--- src/rtl/rt_obi_rr_arbiter_if.sv ---
// rtl/rt_obi_rr_arbiter_if.sv - manager-side and downstream OBI signals of the RT round-robin arbiter
interface rt_obi_rr_arbiter_if #(
  parameter int NumReq = 3,
  parameter int AddrW  = 32,
  parameter int DataW  = 32
);
  logic [NumReq-1:0]         req_i;
  logic [NumReq-1:0]         we_i;
  logic [NumReq*DataW/8-1:0] be_i;
  logic [NumReq*AddrW-1:0]   addr_i;
  logic [NumReq*DataW-1:0]   wdata_i;
  logic [NumReq-1:0]         gnt_o;
  logic [NumReq-1:0]         rvalid_o;
  logic [DataW-1:0]          rdata_o;
  logic [NumReq-1:0]         err_o;
  logic                      mem_req_o;
  logic                      mem_we_o;
  logic [DataW/8-1:0]        mem_be_o;
  logic [AddrW-1:0]          mem_addr_o;
  logic [DataW-1:0]          mem_wdata_o;
  logic                      mem_gnt_i;
  logic                      mem_rvalid_i;
  logic [DataW-1:0]          mem_rdata_i;
  logic                      mem_err_i;
  logic                      spurious_o;

  // master: the managers plus the downstream port around the arbiter
  modport master (
    output req_i, we_i, be_i, addr_i, wdata_i,
    output mem_gnt_i, mem_rvalid_i, mem_rdata_i, mem_err_i,
    input  gnt_o, rvalid_o, rdata_o, err_o, spurious_o,
    input  mem_req_o, mem_we_o, mem_be_o, mem_addr_o, mem_wdata_o
  );

  modport slave (
    input  req_i, we_i, be_i, addr_i, wdata_i,
    input  mem_gnt_i, mem_rvalid_i, mem_rdata_i, mem_err_i,
    output gnt_o, rvalid_o, rdata_o, err_o, spurious_o,
    output mem_req_o, mem_we_o, mem_be_o, mem_addr_o, mem_wdata_o
  );
endinterface

--- src/rtl/rt_obi_rr_arbiter.sv ---
// rtl/rt_obi_rr_arbiter.sv - round-robin OBI arbiter with address-phase lock and in-order response routing
module rt_obi_rr_arbiter #(
  parameter int NumReq         = 3,
  parameter int AddrW          = 32,
  parameter int DataW          = 32,
  parameter int MaxOutstanding = 4
) (
  input  logic                 clk_i,
  input  logic                 rst_i,
  rt_obi_rr_arbiter_if.slave   bus
);
  localparam int BeW  = DataW / 8;
  localparam int SelW = $clog2(NumReq);
  localparam int PtrW = $clog2(MaxOutstanding);

  logic [SelW-1:0] rr_ptr, lock_idx, sel;
  logic            locked;
  logic [SelW-1:0] fifo_q [MaxOutstanding];
  logic [PtrW-1:0] wr_ptr, rd_ptr;
  logic [PtrW:0]   count;
  logic            spurious_q;

  logic fifo_full, fifo_empty, mem_req, handshake, rsp_valid, found;
  logic [SelW-1:0]   head;
  logic [NumReq-1:0] gnt, rvalid, err;

  assign fifo_full  = (count == (PtrW+1)'(MaxOutstanding));
  assign fifo_empty = (count == '0);
  assign head       = fifo_q[rd_ptr];

  // Locked manager wins; otherwise first requester at or after rr_ptr.
  always_comb begin
    int idx;
    sel   = rr_ptr;
    found = 1'b0;
    idx   = 0;
    if (locked) begin
      sel = lock_idx;
    end else begin
      for (int k = 0; k < NumReq; k++) begin
        idx = (int'(rr_ptr) + k) % NumReq;
        if (!found && bus.req_i[SelW'(idx)]) begin
          sel   = SelW'(idx);
          found = 1'b1;
        end
      end
    end
  end

  assign mem_req   = ~rst_i & (locked | (|bus.req_i)) & ~fifo_full;
  assign handshake = mem_req & bus.mem_gnt_i;
  assign rsp_valid = ~rst_i & bus.mem_rvalid_i & ~fifo_empty;

  always_comb begin
    gnt    = '0;
    rvalid = '0;
    err    = '0;
    if (handshake) gnt[sel] = 1'b1;
    if (rsp_valid) begin
      rvalid[head] = 1'b1;
      err[head]    = bus.mem_err_i;
    end
  end

  assign bus.gnt_o       = gnt;
  assign bus.rvalid_o    = rvalid;
  assign bus.err_o       = err;
  assign bus.rdata_o     = rsp_valid ? bus.mem_rdata_i : '0;
  assign bus.mem_req_o   = mem_req;
  assign bus.mem_we_o    = mem_req ? bus.we_i[sel] : 1'b0;
  assign bus.mem_be_o    = mem_req ? bus.be_i[sel*BeW +: BeW] : '0;
  assign bus.mem_addr_o  = mem_req ? bus.addr_i[sel*AddrW +: AddrW] : '0;
  assign bus.mem_wdata_o = mem_req ? bus.wdata_i[sel*DataW +: DataW] : '0;
  assign bus.spurious_o  = spurious_q;

  always_ff @(posedge clk_i or posedge rst_i) begin
    if (rst_i) begin
      rr_ptr     <= '0;
      lock_idx   <= '0;
      locked     <= 1'b0;
      wr_ptr     <= '0;
      rd_ptr     <= '0;
      count      <= '0;
      spurious_q <= 1'b0;
      for (int i = 0; i < MaxOutstanding; i++) fifo_q[i] <= '0;
    end else begin
      if (handshake) begin
        fifo_q[wr_ptr] <= sel;
        wr_ptr         <= wr_ptr + 1'b1;
        rr_ptr         <= (sel == SelW'(NumReq - 1)) ? '0 : sel + 1'b1;
        locked         <= 1'b0;
      end else if (mem_req) begin
        locked   <= 1'b1;
        lock_idx <= sel;
      end
      if (rsp_valid) rd_ptr <= rd_ptr + 1'b1;
      case ({handshake, rsp_valid})
        2'b10:   count <= count + 1'b1;
        2'b01:   count <= count - 1'b1;
        default: count <= count;
      endcase
      if (bus.mem_rvalid_i && fifo_empty) spurious_q <= 1'b1;
    end
  end
endmodule

--- src/flat_wrapper.sv ---
// flat-port wrapper written by rule: the top's interface ports become plain ports
module rt_obi_rr_arbiter_flat 
#(
  parameter int NumReq         = 3,
  parameter int AddrW          = 32,
  parameter int DataW          = 32,
  parameter int MaxOutstanding = 4
)
  (clk_i, rst_i, bus_req_i, bus_we_i, bus_be_i, bus_addr_i, bus_wdata_i, bus_mem_gnt_i, bus_mem_rvalid_i, bus_mem_rdata_i, bus_mem_err_i, bus_gnt_o, bus_rvalid_o, bus_rdata_o, bus_err_o, bus_spurious_o, bus_mem_req_o, bus_mem_we_o, bus_mem_be_o, bus_mem_addr_o, bus_mem_wdata_o);
  rt_obi_rr_arbiter_if #(.NumReq(NumReq), .AddrW(AddrW), .DataW(DataW)) bus_i ();
  input  logic clk_i;
  input  logic rst_i;
  input wire logic [$bits(bus_i.req_i)-1:0] bus_req_i;
  input wire logic [$bits(bus_i.we_i)-1:0] bus_we_i;
  input wire logic [$bits(bus_i.be_i)-1:0] bus_be_i;
  input wire logic [$bits(bus_i.addr_i)-1:0] bus_addr_i;
  input wire logic [$bits(bus_i.wdata_i)-1:0] bus_wdata_i;
  input wire logic [$bits(bus_i.mem_gnt_i)-1:0] bus_mem_gnt_i;
  input wire logic [$bits(bus_i.mem_rvalid_i)-1:0] bus_mem_rvalid_i;
  input wire logic [$bits(bus_i.mem_rdata_i)-1:0] bus_mem_rdata_i;
  input wire logic [$bits(bus_i.mem_err_i)-1:0] bus_mem_err_i;
  output wire logic [$bits(bus_i.gnt_o)-1:0] bus_gnt_o;
  output wire logic [$bits(bus_i.rvalid_o)-1:0] bus_rvalid_o;
  output wire logic [$bits(bus_i.rdata_o)-1:0] bus_rdata_o;
  output wire logic [$bits(bus_i.err_o)-1:0] bus_err_o;
  output wire logic [$bits(bus_i.spurious_o)-1:0] bus_spurious_o;
  output wire logic [$bits(bus_i.mem_req_o)-1:0] bus_mem_req_o;
  output wire logic [$bits(bus_i.mem_we_o)-1:0] bus_mem_we_o;
  output wire logic [$bits(bus_i.mem_be_o)-1:0] bus_mem_be_o;
  output wire logic [$bits(bus_i.mem_addr_o)-1:0] bus_mem_addr_o;
  output wire logic [$bits(bus_i.mem_wdata_o)-1:0] bus_mem_wdata_o;
  assign bus_i.req_i = bus_req_i;
  assign bus_i.we_i = bus_we_i;
  assign bus_i.be_i = bus_be_i;
  assign bus_i.addr_i = bus_addr_i;
  assign bus_i.wdata_i = bus_wdata_i;
  assign bus_i.mem_gnt_i = bus_mem_gnt_i;
  assign bus_i.mem_rvalid_i = bus_mem_rvalid_i;
  assign bus_i.mem_rdata_i = bus_mem_rdata_i;
  assign bus_i.mem_err_i = bus_mem_err_i;
  assign bus_gnt_o = bus_i.gnt_o;
  assign bus_rvalid_o = bus_i.rvalid_o;
  assign bus_rdata_o = bus_i.rdata_o;
  assign bus_err_o = bus_i.err_o;
  assign bus_spurious_o = bus_i.spurious_o;
  assign bus_mem_req_o = bus_i.mem_req_o;
  assign bus_mem_we_o = bus_i.mem_we_o;
  assign bus_mem_be_o = bus_i.mem_be_o;
  assign bus_mem_addr_o = bus_i.mem_addr_o;
  assign bus_mem_wdata_o = bus_i.mem_wdata_o;
  rt_obi_rr_arbiter #(.NumReq(NumReq), .AddrW(AddrW), .DataW(DataW), .MaxOutstanding(MaxOutstanding)) u_core (.clk_i(clk_i), .rst_i(rst_i), .bus(bus_i));
endmodule
--- config.mk ---
export PLATFORM = sky130hd
export DESIGN_NAME = rt_obi_rr_arbiter_flat
export DESIGN_NICKNAME = d
export VERILOG_FILES = /design/src/rtl/rt_obi_rr_arbiter_if.sv /design/src/rtl/rt_obi_rr_arbiter.sv /design/src/flat_wrapper.sv
export SDC_FILE = /design/constraint.sdc
export NUM_CORES = 1
export LEC_CHECK = 0
export CELL_PAD_IN_SITES_DETAIL_PLACEMENT = 0
export CELL_PAD_IN_SITES_GLOBAL_PLACEMENT = 1
export CORE_AREA = 2 2 141 143
export DETAILED_ROUTE_END_ITERATION = 8
export DIE_AREA = 0 0 143 145
export PLACE_DENSITY_LB_ADDON = 0.12
export SETUP_SLACK_MARGIN = 0.15
export SYNTH_ARGS = -nofsm -noshare
export SYNTH_HDL_FRONTEND = slang
export SYNTH_SLANG_ARGS = --single-unit
--- constraint.sdc ---
create_clock -name clk_i -period 3.1 [get_ports clk_i]
set_input_delay 0.62 -clock clk_i [delete_from_list [all_inputs] [get_ports clk_i]]
set_output_delay 0.62 -clock clk_i [all_outputs]
set_load 0.005 [all_outputs]
Word-level counts from Yosys, hierarchy flattened
Cells that the tools add are included.
{"block": "word_totals", "regBits": 21, "output_inout_bits": 112, "elab_cells": 105, "inputBits": 247}
{"block": "classes", "addsub": 7, "eq_ne": 4, "bitwise": 13, "reduce_logical": 13, "n_mux": 41, "magnitude_cmp": 10, "div_mod_pow": 3, "shifts": 3}
{"op": "96-bit by 8-bit variable part select with 32-bit output", "n": 2}
{"op": "32-bit two-way mux", "n": 3}
{"op": "32-bit by 3-bit modulo with 32-bit output (second input constant)", "n": 2}
{"op": "3-bit by 3-bit modulo with 32-bit output (second input constant)", "n": 1}
{"op": "1-bit two-way mux", "n": 16}
{"op": "2-bit two-way mux", "n": 8}
{"op": "2-bit by 4-bit < comparator with 1-bit output (second input constant)", "n": 3}
{"op": "12-bit by 5-bit variable part select with 4-bit output", "n": 1}
{"op": "3-bit two-way mux", "n": 3}
{"op": "1-bit binary-select mux with 2-bit select", "n": 4}
{"op": "8-bit bitwise mux", "n": 1}
{"op": "2-bit by 1-bit adder with 2-bit output (second input constant)", "n": 3}
{"op": "3-bit greater-or-equal comparator (second input constant)", "n": 2}
{"op": "1-bit logical AND", "n": 6}
{"op": "2-bit by 3-bit < comparator with 1-bit output (second input constant)", "n": 2}
{"op": "2-bit NOT with 3-bit output", "n": 2}
{"op": "3-bit case mux with 2 select lines", "n": 1}
{"op": "1-bit bitwise AND", "n": 5}
{"op": "2-bit binary-select mux with 2-bit select", "n": 1}
{"op": "1-bit demux with 2-bit select", "n": 2}
{"op": "2-bit demux with 2-bit select", "n": 1}
{"op": "2-bit equality test (second input constant)", "n": 2}
{"op": "2-bit by 1-bit greater-or-equal comparator with 1-bit output (second input constant)", "n": 2}
{"op": "4-bit two-way mux", "n": 1}
{"op": "15 further kinds", "n": 20}

Logic depth before layout (Yosys ltp)
{"block": "depth", "ltp_word": 19, "mapped_depth": 13, "depth_no_buf": 12}

Worst setup path before layout
OpenSTA, ideal clock, no wires.
{"block": "synth_path", "path_type": "input -> register", "start": "in bus_req_i[2]", "end": "reg u_core.count[2]", "slack_ns": 0.174, "setup_ns": 0.079, "n_path_buf": 2, "cell_stages": 12, "t_arrival_ns": 2.847, "cell_sequence": "buf_2 -> o41ai_2 -> inv_1 -> and2_1 -> clkbuf_1 -> inv_1 -> ha_1 -> inv_1 -> fa_1 -> xor2_1 -> nor2_1 -> xor2_1"}
{"block": "synth_between", "elab_chain_cells": 7, "elab_cells_between_ends": 9}
{"element": "start, declared", "line_no": "flat_wrapper.sv:13", "rtl": "input wire logic [$bits(bus_i.req_i)-1:0] bus_req_i;"}
{"element": "3-bit OR reduction (*)", "line_no": "rt_obi_rr_arbiter.sv:50", "rtl": "assign mem_req = ~rst_i & (locked | (|bus.req_i)) & ~fifo_full;"}
{"element": "1-bit OR (*)", "line_no": "rt_obi_rr_arbiter.sv:50"}
{"element": "1-bit bitwise AND (*) (2 in series)", "line_no": "rt_obi_rr_arbiter.sv:50"}
{"element": "named net bus_mem_req_o", "line_no": "flat_wrapper.sv:27", "rtl": "output wire logic [$bits(bus_i.mem_req_o)-1:0] bus_mem_req_o;"}
{"element": "1-bit bitwise AND (*)", "line_no": "rt_obi_rr_arbiter.sv:51", "rtl": "assign handshake = mem_req & bus.mem_gnt_i;"}
{"element": "2-bit by 1-bit equality test with 1-bit output or 2-bit equality test (tied branches)", "line_no": "rt_obi_rr_arbiter.sv:97", "rtl": "case ({handshake, rsp_valid})"}
{"element": "3-bit case mux with 2 select lines or 2-bit nonzero test (tied branches)"}
{"element": "end signal, assigned", "line_no": "rt_obi_rr_arbiter.sv:98", "rtl": "2'b10: count <= count + 1'b1;"}
{"element": "end signal, assigned", "line_no": "rt_obi_rr_arbiter.sv:99", "rtl": "2'b01: count <= count - 1'b1;"}
{"element": "end signal, assigned", "line_no": "rt_obi_rr_arbiter.sv:100", "rtl": "default: count <= count;"}
{"element": "end, declared", "line_no": "rt_obi_rr_arbiter.sv:20", "rtl": "logic [PtrW:0] count;"}
The timed path passes the listed nets; every way through them passes the cells marked *.
A chain may end at the register's enable or synchronous reset.

Worst setup path after layout
{"block": "layout_path", "start": "reg u_core.rr_ptr[1]", "end": "out bus_mem_be_o[3]"}
{"block": "layout_between", "elab_chain_cells": 16, "elab_cells_between_ends": 28}
{"element": "start, declared", "line_no": "rt_obi_rr_arbiter.sv:16", "rtl": "logic [SelW-1:0] rr_ptr, lock_idx, sel;"}
{"element": "start signal, assigned", "line_no": "rt_obi_rr_arbiter.sv:90", "rtl": "rr_ptr <= (sel == SelW'(NumReq - 1)) ? '0 : sel + 1'b1;"}
{"element": "branches (longest 12 deep; another with 32-bit by 3-bit modulo with 32-bit output)"}
{"element": "2-bit two-way mux (*)", "line_no": "rt_obi_rr_arbiter.sv:42", "rtl": "if (!found && bus.req_i[SelW'(idx)]) begin"}
{"element": "2-bit two-way mux (*)", "line_no": "rt_obi_rr_arbiter.sv:37", "rtl": "if (locked) begin"}
{"element": "12-bit by 5-bit variable part select with 4-bit output (*)", "line_no": "rt_obi_rr_arbiter.sv:71", "rtl": "assign bus.mem_be_o = mem_req ? bus.be_i[sel*BeW +: BeW] : '0;"}
{"element": "4-bit two-way mux (*)", "line_no": "rt_obi_rr_arbiter.sv:71"}
{"element": "end, declared", "line_no": "flat_wrapper.sv:29", "rtl": "output wire logic [$bits(bus_i.mem_be_o)-1:0] bus_mem_be_o;"}
Mark *: on every way between the ends. The select of a mux whose other input is x is not followed.

==> results.yml <==
run_status:
  status: "finished with violations"
  failed_checks: "setup timing"
detailed_routing:
  vias_per_cell: 4.284
  firstDrtPassIters: 4
  wirelength_microns: 19430
  drt_iter0_drc: 78
  vias: 4395
  wire_per_inst_microns: 18.94
  drcViolationCount: 0
  final_antenna_net_count: 0
synthesis:
  synthTopCellsByArea: "mux2i_1, dfrtp_1, o2bb2ai_1"
  synth_edf_count: 0
  synth_seq_cells: 21
  synth_flop_cell: "dfrtp_1"
  syn_inst: 326
  synth.yosys.warnings: 0
  synthArstFlopShare: 1.000
  synth_top_area_share: 0.2370
  ys_seq_area_frac: 0.1728
  synth_top_area_cell: "mux2i_1"
  synth.avg_cell_area_sq_um: 9.326
  synth.most_common_cell: "mux2i_1"
  post_synth_num_cell_types: 41
  synth_nets: 581
  synth_commonest_cells: "mux2i_1, o2bb2ai_1, and2_1"
  synth_area_sq_mm: 0.003040
job:
  drv_cap: 0
sta:
  finalClockSkew_ns: 0.002255
  setup_viol: 71
  fmax_mhz: 289.7
  slew_headroom: 0.4584
  min_period_over_period: 1.114
  tightest_slew_ns: 0.8115
  finalWorstSetupSlack_ns: -0.3523
  fin_hold_ws_ns: 0.4549
  report.final.slew_viol_count: 0
  rsz0062_at_grt: "yes"
  final.setup.tns_ns: -17.49
  hold_violations: 0
  final.min_clock_period_ns: 3.452
placed_design:
  placed_area_sq_mm: 0.007301
  placement.io_buffers: 358
  hpwl_microns: 14310
  gp_congestion: 0.8994
final_layout:
  syn_to_final_growth_pct: 172.7
  drive_gt1_frac: 0.3574
  diodes: 0
  stdcell_area_sq_mm: 0.008290
  post-route-util: 0.4316
  nets: 1017
pwr:
  leakage_uw: 0.003696
  p_comb_frac: 0.866
  pwr-share-seq: 0.088
  powerDensity_mw_per_mm2: 692.6
  vdd_drop_max_v: 0.0002792
  p_switching_uw: 2326
  pwr-share-clk: 0.046
  power.internal_uw: 3415
  p_sw_frac: 0.4052
setup_path:
  crit_type: "register to output port"
  timing.rr.end: "u_core.count[2]$_DFFE_PP0P_"
  r2r_slack_ns: 0.43
  crit_path_top_delay_cell: "dfrtp_1"
  r2r_start: "u_core.locked$_DFFE_PP0P_"
  cp_common_cell: "buf_4"
  reg2reg_depth: 11
  start_kind: "register"
  cp_top_family: "buffers and inverters"
  max_stage_delay_ns: 0.36
  crit_chain: "buf_4, inv_1, ha_4, nor2b_1, o211ai_1, o2111a_2, a221oi_4, buf_4, nor3_4, buf_4, buf_6, buf_16, buf_6, o2bb2ai_1, buf_2"
  cp_max_fo: 8
  critPathCaptureType: "output port"
  crit_required_ns: 2.48
  critPathArrivalTime_ns: 2.83
  critPathBufInv: 8
die:
  initial_utilization: 0.1583
  die_h_microns: 145
  dieArea_sq_mm: 0.02074
  fp.dieW_microns: 143
  coreArea_sq_mm: 0.01921
  ioPinCount: 359
  num_rows: 51
clock_tree:
  path_clk_slew_ns: 0.06
  cts_buffers: 3
  ctsHoldBuffers: 0
  cts_sinks: 21
  clk_path_buf_depth: 2
  h-tree-depth: 1
  cts_tree: "built"
  root_buffer: "clkbuf_16"
  clock_latency_ns: 0.25
global_route:
  gr-total-overflow: 0
  grt_max_degree: 35
  grt_pass1_vias: 4624
  grt_pass1_wl_microns: 26620
  grt_usage: 0.1649
  grt_antenna_before_repair: 0
min_path:
  hold_path.class: "register to register"
  holdPathStages: 1
  min-delay-start: "u_core.bus.spurious_o$_DFFE_PP0P_"
  holdPathEnd: "u_core.bus.spurious_o$_DFFE_PP0P_"
==> per-layer routing <==
layer | global-route usage | part of all wire | vias up
li1 | - | - | 2114
met1 | 0.1838 | 0.37 | 2087
met2 | 0.3258 | 0.56 | 184
met3 | 0.03300 | 0.061 | 10
met4 | 0.01634 | 0.0077 | 0
met5 | 0 | 0 | -
==> what timing repair did <==
action                                  4_1_cts  5_1_grt
endpoints found under the setup margin      113       89
gates resized for setup                     337       91
cloned                                        6       10
pin swaps                                    17       13
buffers inserted                             18       16
==> how the worst max path moves through the flow <==
stage,cells after the start,endpoint,startpoint,slack [ns]
3_5_place_dp,11,bus_mem_addr_o[22],bus_req_i[1],-0.90
4_1_cts,15,bus_mem_wdata_o[26],u_core.rr_ptr[1]$_DFFE_PP0N_,-0.38
6_report,15,bus_mem_be_o[3],u_core.rr_ptr[1]$_DFFE_PP0N_,-0.35
2_1_floorplan,12,u_core.count[2]$_DFFE_PP0P_,bus_req_i[2],0.17
3_3_place_gp,11,bus_mem_addr_o[15],bus_req_i[1],-0.91
5_1_grt,15,bus_mem_be_o[3],u_core.rr_ptr[1]$_DFFE_PP0N_,-0.46
==> stage by stage <==
step | power, uW | instances | worst slack (ns)
final | 5742 | 1026 | -0.3523
after global routing | 6109 | 1026 | -0.4622
after CTS | 4990 | 1000 | -0.3750
after detailed placement | 4416 | 972 | -0.9002
after global placement | 4403 | 972 | -0.9054
after floorplan | 2325 | 326 | 0.1740
==> cell usage in the layout (no fill, tap or decap), types with 3 or more instances in the layout <==
| cell | netlist | layout |
|---|---|---|
| a21oi_1 | 3 | 3 |
| and2_1 | 36 | 36 |
| buf_12 | 0 | 9 |
| buf_16 | 0 | 7 |
| buf_2 | 5 | 67 |
| buf_4 | 8 | 54 |
| buf_6 | 3 | 23 |
| buf_8 | 0 | 6 |
| clkbuf_16 | 0 | 9 |
| clkdlybuf4s50_1 | 0 | 266 |
| dfrtp_1 | 21 | 21 |
| dlygate4sd2_1 | 0 | 6 |
| dlymetal6s2s_1 | 0 | 13 |
| ha_1 | 7 | 5 |
| inv_1 | 11 | 9 |
| mux2_2 | 10 | 10 |
| mux2i_1 | 72 | 67 |
| mux2i_2 | 0 | 4 |
| nand2_1 | 11 | 9 |
| nand2b_1 | 4 | 4 |
| nor2_1 | 6 | 5 |
| o21ai_0 | 6 | 4 |
| o2bb2ai_1 | 59 | 13 |
| o2bb2ai_2 | 10 | 51 |
| o2bb2ai_4 | 0 | 5 |
| xnor2_1 | 3 | 3 |
| xor2_1 | 3 | 3 |
==> power by group through the flow <==
stage	clock network, uW	registers (uW)	logic (uW)
after global placement	0	499	3900
after CTS	273	505	4210
after floorplan	0	482	1840
after detailed placement	0	508	3910
after global routing	287	526	5300
final	266	505	4970
==> flip-flops by register name (all words and copies together) (netlist names) <==
name	count
u_core.count	3
u_core.rd_ptr	2
u_core.lock_idx	2
u_core.rr_ptr	2
u_core.fifo_q	8
u_core.wr_ptr	2
u_core.locked	1
u_core.bus.spurious_o	1
==> final cells by class <==
type | count | area [sq um]
clock buffers | 4 | 78.83
fillers | 1881 | 10920
inverters | 11 | 41.29
multi-input cells | 265 | 2801
flip-flops and latches | 21 | 525.5
well taps | 265 | 331.6
repair buffers | 460 | 4512
==> cell families after synthesis <==
| logic type | synth area share |
|---|---|
| fa+ha+maj | 0.03539 |
| flops | 0.1728 |
| compound gates | 0.2774 |
| simple gates | 0.1383 |
| buf+inv | 0.06996 |
| xor+xnor | 0.01729 |
| mux | 0.2889 |
Power figures use the tool's default switching activity.
